$ cat config.mk
export PLATFORM = sky130hd
export DESIGN_NAME = controlador_config_pantalla
export DESIGN_NICKNAME = d
export VERILOG_FILES = /design/src/rtl/controlador_config_pantalla.sv
export SDC_FILE = /design/constraint.sdc
export NUM_CORES = 1
export LEC_CHECK = 0
export ABC_CLOCK_PERIOD_IN_PS = 2500
export BUFFER_PORTS_ARGS = -buffer_cell sky130_fd_sc_hd__buf_4
export CAP_MARGIN = 40
export CORE_ASPECT_RATIO = 1.4
export CORE_MARGIN = 2
export CORE_UTILIZATION = 51
export CTS_CLUSTER_DIAMETER = 30
export CTS_CLUSTER_SIZE = 40
export DETAILED_ROUTE_END_ITERATION = 10
export PLACE_DENSITY = 0.69
export SYNTH_ARGS = -nofsm -noshare
export SYNTH_HDL_FRONTEND = slang
export SYNTH_SLANG_ARGS = --single-unit
$ cat constraint.sdc
create_clock -name clock -period 2.5 [get_ports clock]
set_input_delay 0.25 -clock clock [delete_from_list [all_inputs] [get_ports clock]]
set_output_delay 0.25 -clock clock [all_outputs]
set_load 0.01 [all_outputs]
$ cat src/rtl/controlador_config_pantalla.sv
// rtl/controlador_config_pantalla.sv - clock screen configuration UI sequencer
//
// Turns debounced push-button pulses into the screen configuration state
// (config_mode, cursor_location, formato_hora). It also issues one-cycle
// inc/dec requests to the RTC, generates the cursor blink and owns the RING
// alarm indication lifetime.
//
// Ports:
//   clock, reset        system clock, synchronous active-high reset
//   btn_mode            cycle NORMAL -> HORA -> FECHA -> TIMER -> NORMAL
//   btn_format          toggle 12/24 h (HORA only)
//   btn_right/btn_left  move cursor over fields 0..2
//   btn_up/btn_down     request increment/decrement of field under cursor
//   timer_end           RTC timer finished (level)
//   config_mode         00 normal, 01 time, 10 date, 11 timer
//   cursor_location     field index 0..2
//   cursor_blink        cursor highlight phase
//   inc_pulse/dec_pulse one-cycle edit requests to RTC
//   formato_hora        0 = 24 h, 1 = 12 h
//   ring_active         show RING indication
//   ring_ack            one-cycle pulse clearing timer_end in the RTC

module controlador_config_pantalla #(
    parameter int CLK_HZ         = 100000000,
    parameter int BLINK_HALF     = 25000000,
    parameter int RING_TIMEOUT_S = 10
) (
    input  logic       clock,
    input  logic       reset,
    input  logic       btn_mode,
    input  logic       btn_right,
    input  logic       btn_left,
    input  logic       btn_up,
    input  logic       btn_down,
    input  logic       btn_format,
    input  logic       timer_end,
    output logic [1:0] config_mode,
    output logic [1:0] cursor_location,
    output logic       cursor_blink,
    output logic       inc_pulse,
    output logic       dec_pulse,
    output logic       formato_hora,
    output logic       ring_active,
    output logic       ring_ack
);

    localparam logic [1:0] ST_NORMAL = 2'b00;
    localparam logic [1:0] ST_HORA   = 2'b01;
    localparam logic [1:0] ST_FECHA  = 2'b10;
    localparam logic [1:0] ST_TIMER  = 2'b11;

    localparam int PW = (CLK_HZ > 1) ? $clog2(CLK_HZ) : 1;
    localparam int BW = (BLINK_HALF > 1) ? $clog2(BLINK_HALF) : 1;
    localparam int SW = (RING_TIMEOUT_S > 1) ? $clog2(RING_TIMEOUT_S) : 1;

    localparam logic [PW-1:0] PRESC_MAX = PW'(CLK_HZ - 1);
    localparam logic [BW-1:0] BLINK_MAX = BW'(BLINK_HALF - 1);
    localparam logic [SW-1:0] SEC_LAST  = SW'(RING_TIMEOUT_S - 1);

    logic [1:0]    mode_q, mode_d;
    logic [1:0]    cursor_q, cursor_d;
    logic          blink_q, blink_d;
    logic [BW-1:0] blink_cnt_q, blink_cnt_d;
    logic          inc_q, inc_d;
    logic          dec_q, dec_d;
    logic          fmt_q, fmt_d;
    logic          ring_q, ring_d;
    logic          ack_q, ack_d;
    logic          te_prev_q;
    logic [PW-1:0] presc_q, presc_d;
    logic [SW-1:0] sec_q, sec_d;

    logic te_rise;
    logic any_btn;
    logic btn_live;
    logic restart_blink;

    assign te_rise = timer_end & ~te_prev_q;
    assign any_btn = btn_mode | btn_right | btn_left | btn_up | btn_down | btn_format;

    always_comb begin
        mode_d        = mode_q;
        cursor_d      = cursor_q;
        blink_d       = blink_q;
        blink_cnt_d   = blink_cnt_q;
        inc_d         = 1'b0;
        dec_d         = 1'b0;
        fmt_d         = fmt_q;
        ring_d        = ring_q;
        ack_d         = 1'b0;
        presc_d       = presc_q;
        sec_d         = sec_q;
        btn_live      = 1'b0;
        restart_blink = 1'b0;

        // Ring handling. A button only reaches the UI when no rising edge is
        // arriving and no RING indication is up; otherwise it is swallowed.
        if (te_rise) begin
            ring_d  = 1'b1;
            presc_d = '0;
            sec_d   = '0;
        end else if (ring_q) begin
            if (any_btn) begin
                ring_d  = 1'b0;
                ack_d   = 1'b1;
                presc_d = '0;
                sec_d   = '0;
            end else if (presc_q == PRESC_MAX) begin
                presc_d = '0;
                // Last second completes: the seconds count reaches the timeout.
                if (sec_q == SEC_LAST) begin
                    ring_d = 1'b0;
                    ack_d  = 1'b1;
                    sec_d  = '0;
                end else begin
                    sec_d = sec_q + 1'b1;
                end
            end else begin
                presc_d = presc_q + 1'b1;
            end
        end else begin
            btn_live = 1'b1;
        end

        // Free-running blink; overridden below when an event restarts it.
        if (mode_q == ST_NORMAL) begin
            blink_cnt_d = '0;
            blink_d     = 1'b0;
        end else if (blink_cnt_q == BLINK_MAX) begin
            blink_cnt_d = '0;
            blink_d     = ~blink_q;
        end else begin
            blink_cnt_d = blink_cnt_q + 1'b1;
        end

        // Priority chain: mode > format > right > left > up > down.
        if (btn_live) begin
            if (btn_mode) begin
                mode_d        = mode_q + 2'd1;
                cursor_d      = 2'd0;
                restart_blink = 1'b1;
            end else if (btn_format) begin
                if (mode_q == ST_HORA) begin
                    fmt_d = ~fmt_q;
                end
            end else if (mode_q != ST_NORMAL) begin
                if (btn_right) begin
                    cursor_d      = (cursor_q == 2'd2) ? 2'd0 : cursor_q + 2'd1;
                    restart_blink = 1'b1;
                end else if (btn_left) begin
                    cursor_d      = (cursor_q == 2'd0) ? 2'd2 : cursor_q - 2'd1;
                    restart_blink = 1'b1;
                end else if (btn_up) begin
                    inc_d         = 1'b1;
                    restart_blink = 1'b1;
                end else if (btn_down) begin
                    dec_d         = 1'b1;
                    restart_blink = 1'b1;
                end
            end
        end

        // Show the cursor immediately after any edit; NORMAL never blinks.
        if (restart_blink) begin
            blink_cnt_d = '0;
            blink_d     = (mode_d != ST_NORMAL);
        end
    end

    always_ff @(posedge clock) begin
        if (reset) begin
            mode_q      <= ST_NORMAL;
            cursor_q    <= 2'd0;
            blink_q     <= 1'b0;
            blink_cnt_q <= '0;
            inc_q       <= 1'b0;
            dec_q       <= 1'b0;
            fmt_q       <= 1'b0;
            ring_q      <= 1'b0;
            ack_q       <= 1'b0;
            te_prev_q   <= 1'b0;
            presc_q     <= '0;
            sec_q       <= '0;
        end else begin
            mode_q      <= mode_d;
            cursor_q    <= cursor_d;
            blink_q     <= blink_d;
            blink_cnt_q <= blink_cnt_d;
            inc_q       <= inc_d;
            dec_q       <= dec_d;
            fmt_q       <= fmt_d;
            ring_q      <= ring_d;
            ack_q       <= ack_d;
            te_prev_q   <= timer_end;
            presc_q     <= presc_d;
            sec_q       <= sec_d;
        end
    end

    assign config_mode     = mode_q;
    assign cursor_location = cursor_q;
    assign cursor_blink    = blink_q;
    assign inc_pulse       = inc_q;
    assign dec_pulse       = dec_q;
    assign formato_hora    = fmt_q;
    assign ring_active     = ring_q;
    assign ring_ack        = ack_q;

    // ST_FECHA and ST_TIMER are reached by the mode increment; named for readers.
    logic unused_states;
    assign unused_states = ^{ST_FECHA, ST_TIMER};

endmodule

After elaboration in Yosys (flattened, before gate mapping)
Index checks and enable logic that the tools add are counted.
Storage, ports and cells
  output and inout port bits: 10
  register bits after elaboration: 67
  input port bits: 9
  logic and storage cells: 89
Cells by class
  equality and inequality tests: 6
  $add $sub $neg: 6
  reductions and logical operators: 16
  bitwise logic cells: 13
  muxes and demuxes: 36
Operators by type and width (count)
  27-bit 2-to-1 mux: 2
  27-bit by 1-bit adder with 27-bit output (second input constant): 1
  27-bit == test (second input constant): 1
  25-bit by 1-bit adder with 25-bit output (second input constant): 1
  25-bit == test (second input constant): 1
  1-bit 2-to-1 mux: 22
  2-bit 2-to-1 mux: 9
  4-bit 2-to-1 mux: 3
  4-bit AND reduction: 2
  2-bit nonzero test: 4
  8-bit OR reduction: 1
  1-bit NOT: 7
  7-bit OR reduction: 1
  3-bit nonzero test: 2
  1-bit OR: 5
  2-bit by 1-bit adder with 2-bit output (second input constant): 2
  4-bit by 1-bit adder with 4-bit output (second input constant): 1
  4-bit == test (second input constant): 1
  2-bit zero test: 2
  4-bit OR reduction: 1
  3-bit OR reduction: 1
  2-bit by 1-bit == test with 1-bit output (second input constant): 1
  2-bit == test (second input constant): 1
  2-bit != test (second input constant): 1
  other kinds (4): 4

Logic depth before layout (Yosys ltp)
Gate-level depths: netlist of the first run.
  depth after elaboration: 9
  depth in mapped cells: 8
  depth with buffers taken out: 7

Least setup slack after synthesis of the first run
OpenSTA, ideal clock, no wires.
  path kind: flip-flop to flip-flop
  start point: reg presc_q[12]
  end point: reg sec_q[2]
  period minus slack after synthesis: 1950 ps
  setup time: 122 ps
  arrival time: 1827 ps
  required time: 2378 ps
  buffers on the path: 0
  slack: 550 ps
  stages on the path, launching flop included: 6
  cells stage by stage: dfxtp_1 -> or4b_1 -> nor4_1 -> nand4_1 -> a31oi_4 -> o2bb2a_1
On the way
  cells in the longest elaborated chain, start to end: 3
Ends and longest elaborated chain
  start, declared: RTL line 70  | logic [PW-1:0] presc_q, presc_d;
  start signal, assigned: RTL line 195  | presc_q <= presc_d;
  27-bit == test: RTL line 108  | end else if (presc_q == PRESC_MAX) begin
  2-bit nonzero test (no source line)
  2-bit AND reduction (no source line)
  end signal, assigned: RTL line 183  | sec_q <= '0;
  end signal, assigned: RTL line 196  | sec_q <= sec_d;
  end, declared: RTL line 71  | logic [SW-1:0] sec_q, sec_d;
No other way between the ends.
A chain may end at the register's enable or synchronous reset.

Worst setup path after layout of the first run
  start point: reg presc_q[12]
  end point: reg presc_q[25]
On the way
  cells in the longest elaborated chain, start to end: 3
  elaborated cells between the ends (all ways): 4
  classes of those cells: add/sub (1); eq/ne (1); mux (2)
Ends and longest elaborated chain
  27-bit by 1-bit adder with 27-bit output / 27-bit == test (equally long branches): RTL line 119, 108
  27-bit 2-to-1 mux (*): RTL line 108
  27-bit 2-to-1 mux (*): RTL line 103  | if (any_btn) begin
Mark *: on every way between the ends. The rest lies on a longest branch, timed or not.

==> results of run 1 <==
-- cells by family (layout without fill, tap and decap cells) --
family / after synthesis / in the layout / share of synthesized area
flip-flops: 67 / 67 / 0.4273
AND/OR/NAND/NOR: 193 / 193 / 0.2977
buffers and inverters: 28 / 58 / 0.04663
AO/OA/AOI/OAI: 14 / 14 / 0.03428
XOR/XNOR: 51 / 51 / 0.1423
adder cells (fa/ha/maj): 9 / 9 / 0.03587
multiplexers: 5 / 5 / 0.01594
-- routing by layer --
layer / share of wire / track usage / vias to the layer above
met3: 0.020 / 0.02813 / 11
li1: - / - / 1293
met1: 0.44 / 0.2068 / 1151
met5: 0 / 0 / -
met2: 0.51 / 0.3251 / 18
met4: 0.028 / 0.1109 / 0
-- area by class of cell --
class | instances | area [um^2] | area share
Multi-Input combinational cell | 272 | 1652 | 0.4641
Inverter | 15 | 56.30 | 0.01582
Timing Repair Buffer | 27 | 227.7 | 0.06399
Clock inverter | 5 | 52.55 | 0.01477
Tap cell | 70 | 87.58 | 0.02461
Sequential cell | 67 | 1341 | 0.3769
Clock buffer | 11 | 141.4 | 0.03973
-- cells in the final DEF, fill, tap and decap left out, types with 2 or more instances in the layout --
master     n
buf_4     25
clkbuf_8  10
a21oi_1    3
mux2i_1    5
and3_1     4
and4_1     2
o21ai_0    2
nand3_1   21
buf_12     2
nand4_1   17
nor4_1     9
nand2_1   23
nor3_1    15
or3_1      5
nor3b_1    4
ha_1       9
o22ai_1    2
nor2_1    80
nand2b_1   2
clkinv_2   3
xnor2_1   29
inv_1     15
xor2_1    22
dfxtp_1   67
nor2b_1    2
-- worst register-to-register path: cells and delay by family (launching register included) --
family / cells / cell delay, ps
and+or+nand+nor: 4 / 1080
AOI/OAI and AO/OA: 1 / 420
buffers and inverters: 1 / 230
DFF: 1 / 330
-- sequential cells by signal (all words and copies together) (netlist names) --
signal           cells
te_prev_q            1
presc_q             27
dec_pulse            1
ring_active          1
sec_q                4
config_mode          2
blink_cnt_q         25
ring_ack             1
cursor_blink         1
inc_pulse            1
formato_hora         1
cursor_location      2
-- report_power, final --
| part | switching, uW | internal, uW | leakage [uW] |
|---|---|---|---|
| Clock | 405 | 482 | 0.0000991 |
| Sequential | 11.7 | 1080 | 0.000541 |
| Combinational | 65.0 | 56.9 | 0.000536 |
| Total | 482 | 1620 | 0.00118 |
-- metrics by stage --
stage               instances  cell area, um^2
finish                    467             3558
global route              467             3558
CTS                       467             3558
detailed placement        451             3364
global placement          451             3364
floorplan                 367             3139
-- how the worst min path moves through the flow --
stage | startpoint | end | slack (ps) | cells past startpoint
global route | btn_up | dec_pulse$_SDFF_PP0_ | 70 | 2
CTS | btn_up | dec_pulse$_SDFF_PP0_ | 60 | 2
finish | btn_up | dec_pulse$_SDFF_PP0_ | 70 | 2
global placement | btn_up | dec_pulse$_SDFF_PP0_ | 440 | 2
floorplan | btn_up | dec_pulse$_SDFF_PP0_ | 330 | 1
detailed placement | btn_up | dec_pulse$_SDFF_PP0_ | 440 | 2
==> metrics.md, run 1 <==
| Metric | Value |
|---|---|
| Endpoint of the worst-slack reg-to-reg timing path | presc_q[25]$_SDFFE_PP0P_ |
| Final Hold Slack | 71.97 ps |
| Skew-Pair Late Insertion Delay | around 350 ps |
| Num rows | 33 |
| EDFF count, synth | 0 |
| Asr flop ratio synth | 0 |
| Net Count, Synth | 385 |
| CP required | ~2800 ps |
| Outcome | complete, no violations |
| Setup TNS Final | 0 ps |
| Crit Path Class | reg2reg |
| Number of cells on the worst reg-to-reg path | 6 |
| Clock Path Buffers | 2 |
| TritonCTS buffer count | 9 |
| Max Slew Vio Count | 0 |
| WL final | 5.766 mm |
| Vias per cell | 5.296 |
| Core Box Area | 5904 um^2 |
| Synth top cells by count | 80 x nor2_1, 67 x dfxtp_1, 29 x xnor2_1 |
| R2r startpoint | presc_q[12]$_SDFFE_PP0P_ |
| Die ar. | 6808 um^2 |
| Final nets | 410 |
| Sequential area share after synthesis | 0.4273 |
| DP Worst Slack | 369.6 ps |
| Setup WS post-layout | ~340 ps |
| Initial antenna violation count | 0 |
| Worst VDD drop | 0.5423 mV |
| Worst-Margin Slew | 495.1 ps |
| Worst hold path type | in2reg |
| Pwr Total | 2099 uW |
| RSZ-0062 raised after global routing | no |
| Final Hold Fails | 0 |
| Final antenna-violating net count | 0 |
| Worst R2R Setup Slack | 340 ps |
| DRC violations left | 0 |
| FMAX | 0.4633 GHz |
| Post-CTS resize count | 0 |
| Startpoint Class | flop |
| Die Span X | 70.31 um |
| Post-synthesis cell type count | 41 |
| Pwr Density | a little under 600 nW/um^2 |
| Count leader, synth | nor2_1 |
| Port Buffer Count | 18 |
| Grt ovf | 0 |
| Vias in the first global route | 2448 |
| MaxCap Viol Count | 0 |
| CTS Sinks | 67 |
| Syn avg cell area | 8.554 um^2 |
| Seq cells post-synth | 67 |
| Share of layout cells above drive strength 1 | 0.1209 |
| Routability congestion estimate | roughly 0.82 |
| Final Setup Violations | 0 |
| Wirelength per Cell | around 12 um |
| Antenna Cells | 0 |
| Ports | 19 |
| CP max stage delay | around 520 ps |
| # hold bufs at CTS | 0 |
| Final Core Density | 0.6027 |
| Htree depth | 3 |
| Critical path's slowest cell | or4b_1 |
| Crit path capture type | flop |
| Post-CTS Setup Inserts | 0 |
| Clock Skew | 7.647 ps |
| 1st-pass router iterations | 4 |
| Crit-path max FO | 10 |
| Critical Path Start | presc_q[12]$_SDFFE_PP0P_ |
| Largest net degree at the start of global routing | 26 |
| Biggest area consumer among synthesized cells | dfxtp_1 |
| CP Cell Sequence | or4b_1 > nor4_1 > nand4_1 > a31oi_4 > buf_4 > nor2_1 |
| Final Cycle Share | 0.8635 |
| Ys flop type | dfxtp_1 |
| Post-DP HPWL | 4.104 mm |
| Reg clk slew, reported paths | 70 ps |
| Post-route minimum period | 2159 ps |
| Normalized max-slew margin | 0.6669 |
| Critical path depth in cells | 6 |
| Synth warn | 0 |
| Ranking of synthesized cells by area | dfxtp_1 43%, nor2_1 9.6%, xnor2_1 8.1%, xor2_1 6.1%, ha_1 3.6% |
| Area grow syn2layout | 13.35% |
| Mapped Area | 3139 um^2 |
| Detailed Route Iter0 Violations | 64 |
| Initial Utilization | 0.5317 |
| Top cell type's share of synthesized area | 0.4273 |
| Fill cells | 536 |
| Buf/Inv on CP | 1 |
| First-pass GRT wire length | 10.27 mm |
| Worst Setup EP | presc_q[25]$_SDFFE_PP0P_ |
| Pleak | 0.001176 uW |
| Root Driver | clkbuf_8 |
| Die Ht | 96.83 um |
| Worst EP arrival | 2400 ps |
| CTS tree | done |
| Post-Synthesis Cells | between 300 and 400 |
| Via count | approximately 2500 |
| Total track usage | 0.1855 |
| Largest delay share family, worst path | simple AND/OR/NAND/NOR gates |
Power figures use the tool's default switching activity.
==> run 2: changes to the inputs <==
- ABC_CLOCK_PERIOD_IN_PS: 2500 -> 2110
- BUFFER_PORTS_ARGS: -buffer_cell sky130_fd_sc_hd__buf_4 -> -buffer_cell sky130_fd_sc_hd__buf_2
- clock period: 2.5 -> 2.11 ns (I/O delays scaled with it)
==> run 2 against run 1 <==
  * Hold slack worse by 0.81 ps
  * Clock power is 31% higher
  * Combinational power rose by 17%
  * Sequential share of layout area decreased by 0.72 points
  * Final area up 1.9%
  * Die area stayed put
  * Core utilization grew 1.2 points
  * Sequential cell count did not move
  * Register-to-register slack worse by 210 ps
  * Critical path type unchanged
  * Largest power group unchanged
==> metrics.md, run 2 (synthesis gave the netlist of run 1 again) <==
| Metric | Value |
|---|---|
| Die Span X | 70.31 um (unchanged) |
| Worst EP arrival | 2200 ps (-200 ps) |
| Setup TNS Final | 0 ps (unchanged) |
| Critical path's slowest cell | or4b_1 |
| Initial Utilization | 0.5317 (unchanged) |
| Final Setup Violations | 0 (unchanged) |
| Clock group share of total power | 0.447 (+0.024) |
| Pleak | 0.001244 uW (+5.8%) |
| Worst hold path type | in2reg |
| Wirelength per Cell | 12.23 um (-0.92%) |
| Die ar. | 6808 um^2 (unchanged) |
| Ports | 19 (unchanged) |
| Routability congestion estimate | 0.8395 (+2.8%) |
| Core Box Area | 5904 um^2 (unchanged) |
| Vias in the first global route | 2541 (+3.8%) |
| Worst VDD drop | 0.4668 mV (-14%) |
| Most frequent cells in the layout | 80 x nor2_1, 67 x dfxtp_1, 29 x xnor2_1, 23 x nand2_1 |
| Antenna Cells | 0 (unchanged) |
| Share of layout cells above drive strength 1 | 0.1512 (+0.03031) |
| CTS Sinks | 67 (unchanged) |
| CP Cell Sequence | or4b_1 > nor4_1 > nand4_1 > a31oi_4 > buf_4 > mux2i_1 |
| FMAX | 0.5053 GHz (+9.1%) |
| Normalized max-slew margin | 0.6755 (+0.008584) |
| Total track usage | 0.1906 (+0.005065) |
| Initial antenna violation count | 0 (unchanged) |
| Final Hold Fails | 0 (unchanged) |
| First-pass GRT wire length | 10.75 mm (+4.6%) |
| Top reg by flops | presc_q |
| Num rows | 33 (unchanged) |
| Detailed Route Iter0 Violations | 109 (+70%) |
| TritonCTS buffer count | 9 (unchanged) |
| Clock Path Buffers | 2 (unchanged) |
| Fill cells | 508 (-5.2%) |
| Htree depth | 3 (unchanged) |
| Area grow syn2layout | 15.54% |
| Commonest non-fill, non-tap cell in the layout | nor2_1 |
| Max Slew Vio Count | 0 (unchanged) |
| Crit Path Class | reg2reg |
| Max reg flops | 27 (unchanged) |
| MaxCap Viol Count | 0 (unchanged) |
| Via count | 2495 (+0.89%) |
| Pwr Density | 713.3 nW/um^2 (+21%) |
| Port Buffer Count | 18 (unchanged) |
| Final Cycle Share | 0.9380 (+0.07456) |
| Final antenna-violating net count | 0 (unchanged) |
| Worst-Margin Slew | 485.7 ps (-9.362 ps) |
| Placement Cell Area | 3412 um^2 (+1.4%) |
| Reg clk slew, reported paths | 70 ps (about the same) |
| Grt ovf | 0 (unchanged) |
| Skew-Pair Late Insertion Delay | 330 ps (-20 ps) |
| NetSw | 560.2 uW (+16%) |
| Final Cell Area | 3627 um^2 (+1.9%) |
| Post-CTS resize count | 0 (unchanged) |
| Post-DP HPWL | 4.304 mm (+4.9%) |
| Crit path capture type | flop |
| Final Hold Slack | 71.15 ps (-0.8115 ps) |
| Vias per cell | 5.198 (-1.8%) |
| Flop pwr share | 0.498 (-0.021) |
| Internal cell power | 2027 uW (+25%) |
| Post-CTS Setup Inserts | 0 (unchanged) |
| Crit-path max FO | 10 (unchanged) |
| Outcome | complete, no violations |
| DRC violations left | 0 (unchanged) |
| Clock Skew | 6.548 ps (-1.099 ps) |
| Regs by FF count | presc_q (27), blink_cnt_q (25), sec_q (4) |
| Placed Cells | 465 (+3.1%) |
| 1st-pass router iterations | 4 (unchanged) |
| Largest net degree at the start of global routing | 26 (unchanged) |
| CP max stage delay | 510 ps (about the same) |
| CTS tree | done |
| Final std cells w/o fill | 480 (+2.8%) |
| Comb power frac | 0.055 (-0.003) |
| Final nets | 424 (+3.4%) |
| Startpoint Class | flop |
| CP required | 2330 ps (-420 ps) |
| Switching share of total power | 0.2165 (-0.01301) |
| WL final | 5.872 mm (+1.8%) |
| RSZ-0062 raised after global routing | no |
| Root Driver | clkbuf_8 |
| Die Ht | 96.83 um (unchanged) |
| Post-route minimum period | 1979 ps (-179.4 ps) |
| # hold bufs at CTS | 0 (unchanged) |
-- run 2: cell count changes in the layout (fill, tap and decap cells not counted), sizes merged --
cell,before,now
bufinv,1,2
clkinv,3,2
clkbuf,11,10
buf,27,41
-- run 2: power by group through the flow --
| stage | clock network (uW) | registers, uW | logic (uW) |
|---|---|---|---|
| CTS | 1180 | 1290 | 144 |
| detailed placement | 0 | 1320 | 143 |
| global route | 1240 | 1290 | 161 |
| global placement | 0 | 1320 | 141 |
| floorplan | 0 | 1320 | 91.0 |
| finish | 1160 | 1290 | 143 |
-- run 2: final cells by class --
type / instances / area [um^2] / share of cell area
Multi-Input combinational cell: 272 / 1652 / 0.4553
Sequential cell: 67 / 1341 / 0.3698
Timing Repair Buffer: 41 / 275.3 / 0.07589
Clock buffer: 10 / 137.6 / 0.03794
Tap cell: 70 / 87.58 / 0.02415
Clock inverter: 5 / 77.57 / 0.02139
Inverter: 15 / 56.30 / 0.01552
-- run 2: metal layers --
| metal | up-vias | share of wire | track usage |
|---|---|---|---|
| met5 | - | 0 | 0 |
| met4 | 0 | 0.015 | 0.06657 |
| met3 | 8 | 0.022 | 0.05625 |
| met2 | 16 | 0.54 | 0.3324 |
| met1 | 1159 | 0.43 | 0.2177 |
| li1 | 1312 | - | - |
-- run 2: worst max-delay path, delay by kind of cell, from the launching register on --
kind,cells,cell delay (ps)
AO/OA/AOI/OAI,1,260
buffers and inverters,1,200
multiplexers,1,80
flip-flops,1,310
AND/OR/NAND/NOR,3,1000
-- run 2: path summary, 6_finish.rpt --
path	slack (ps)	start	cells after the start	to
worst max-delay path	130	presc_q[12]$_SDFFE_PP0P_	6	sec_q[0]$_SDFFE_PP0P_
worst min-delay path	70	btn_up	2	dec_pulse$_SDFF_PP0_
worst max register to register	130	presc_q[12]$_SDFFE_PP0P_	6	sec_q[0]$_SDFFE_PP0P_
worst min register to register	470	blink_cnt_q[0]$_SDFF_PP0_	1	blink_cnt_q[0]$_SDFF_PP0_
-- run 2: per-stage QoR --
| stage | setup slack, ps | power [uW] | utilization |
|---|---|---|---|
| after detailed placement | 119.4 | 1461 | 0.5779 |
| after global routing | 27.14 | 2695 | 0.6143 |
| after floorplan | 160.4 | 1412 | - |
| after CTS | 117.6 | 2612 | 0.6143 |
| final | 130.8 | 2587 | 0.6143 |
| after global placement | 169.6 | 1458 | 0.5779 |
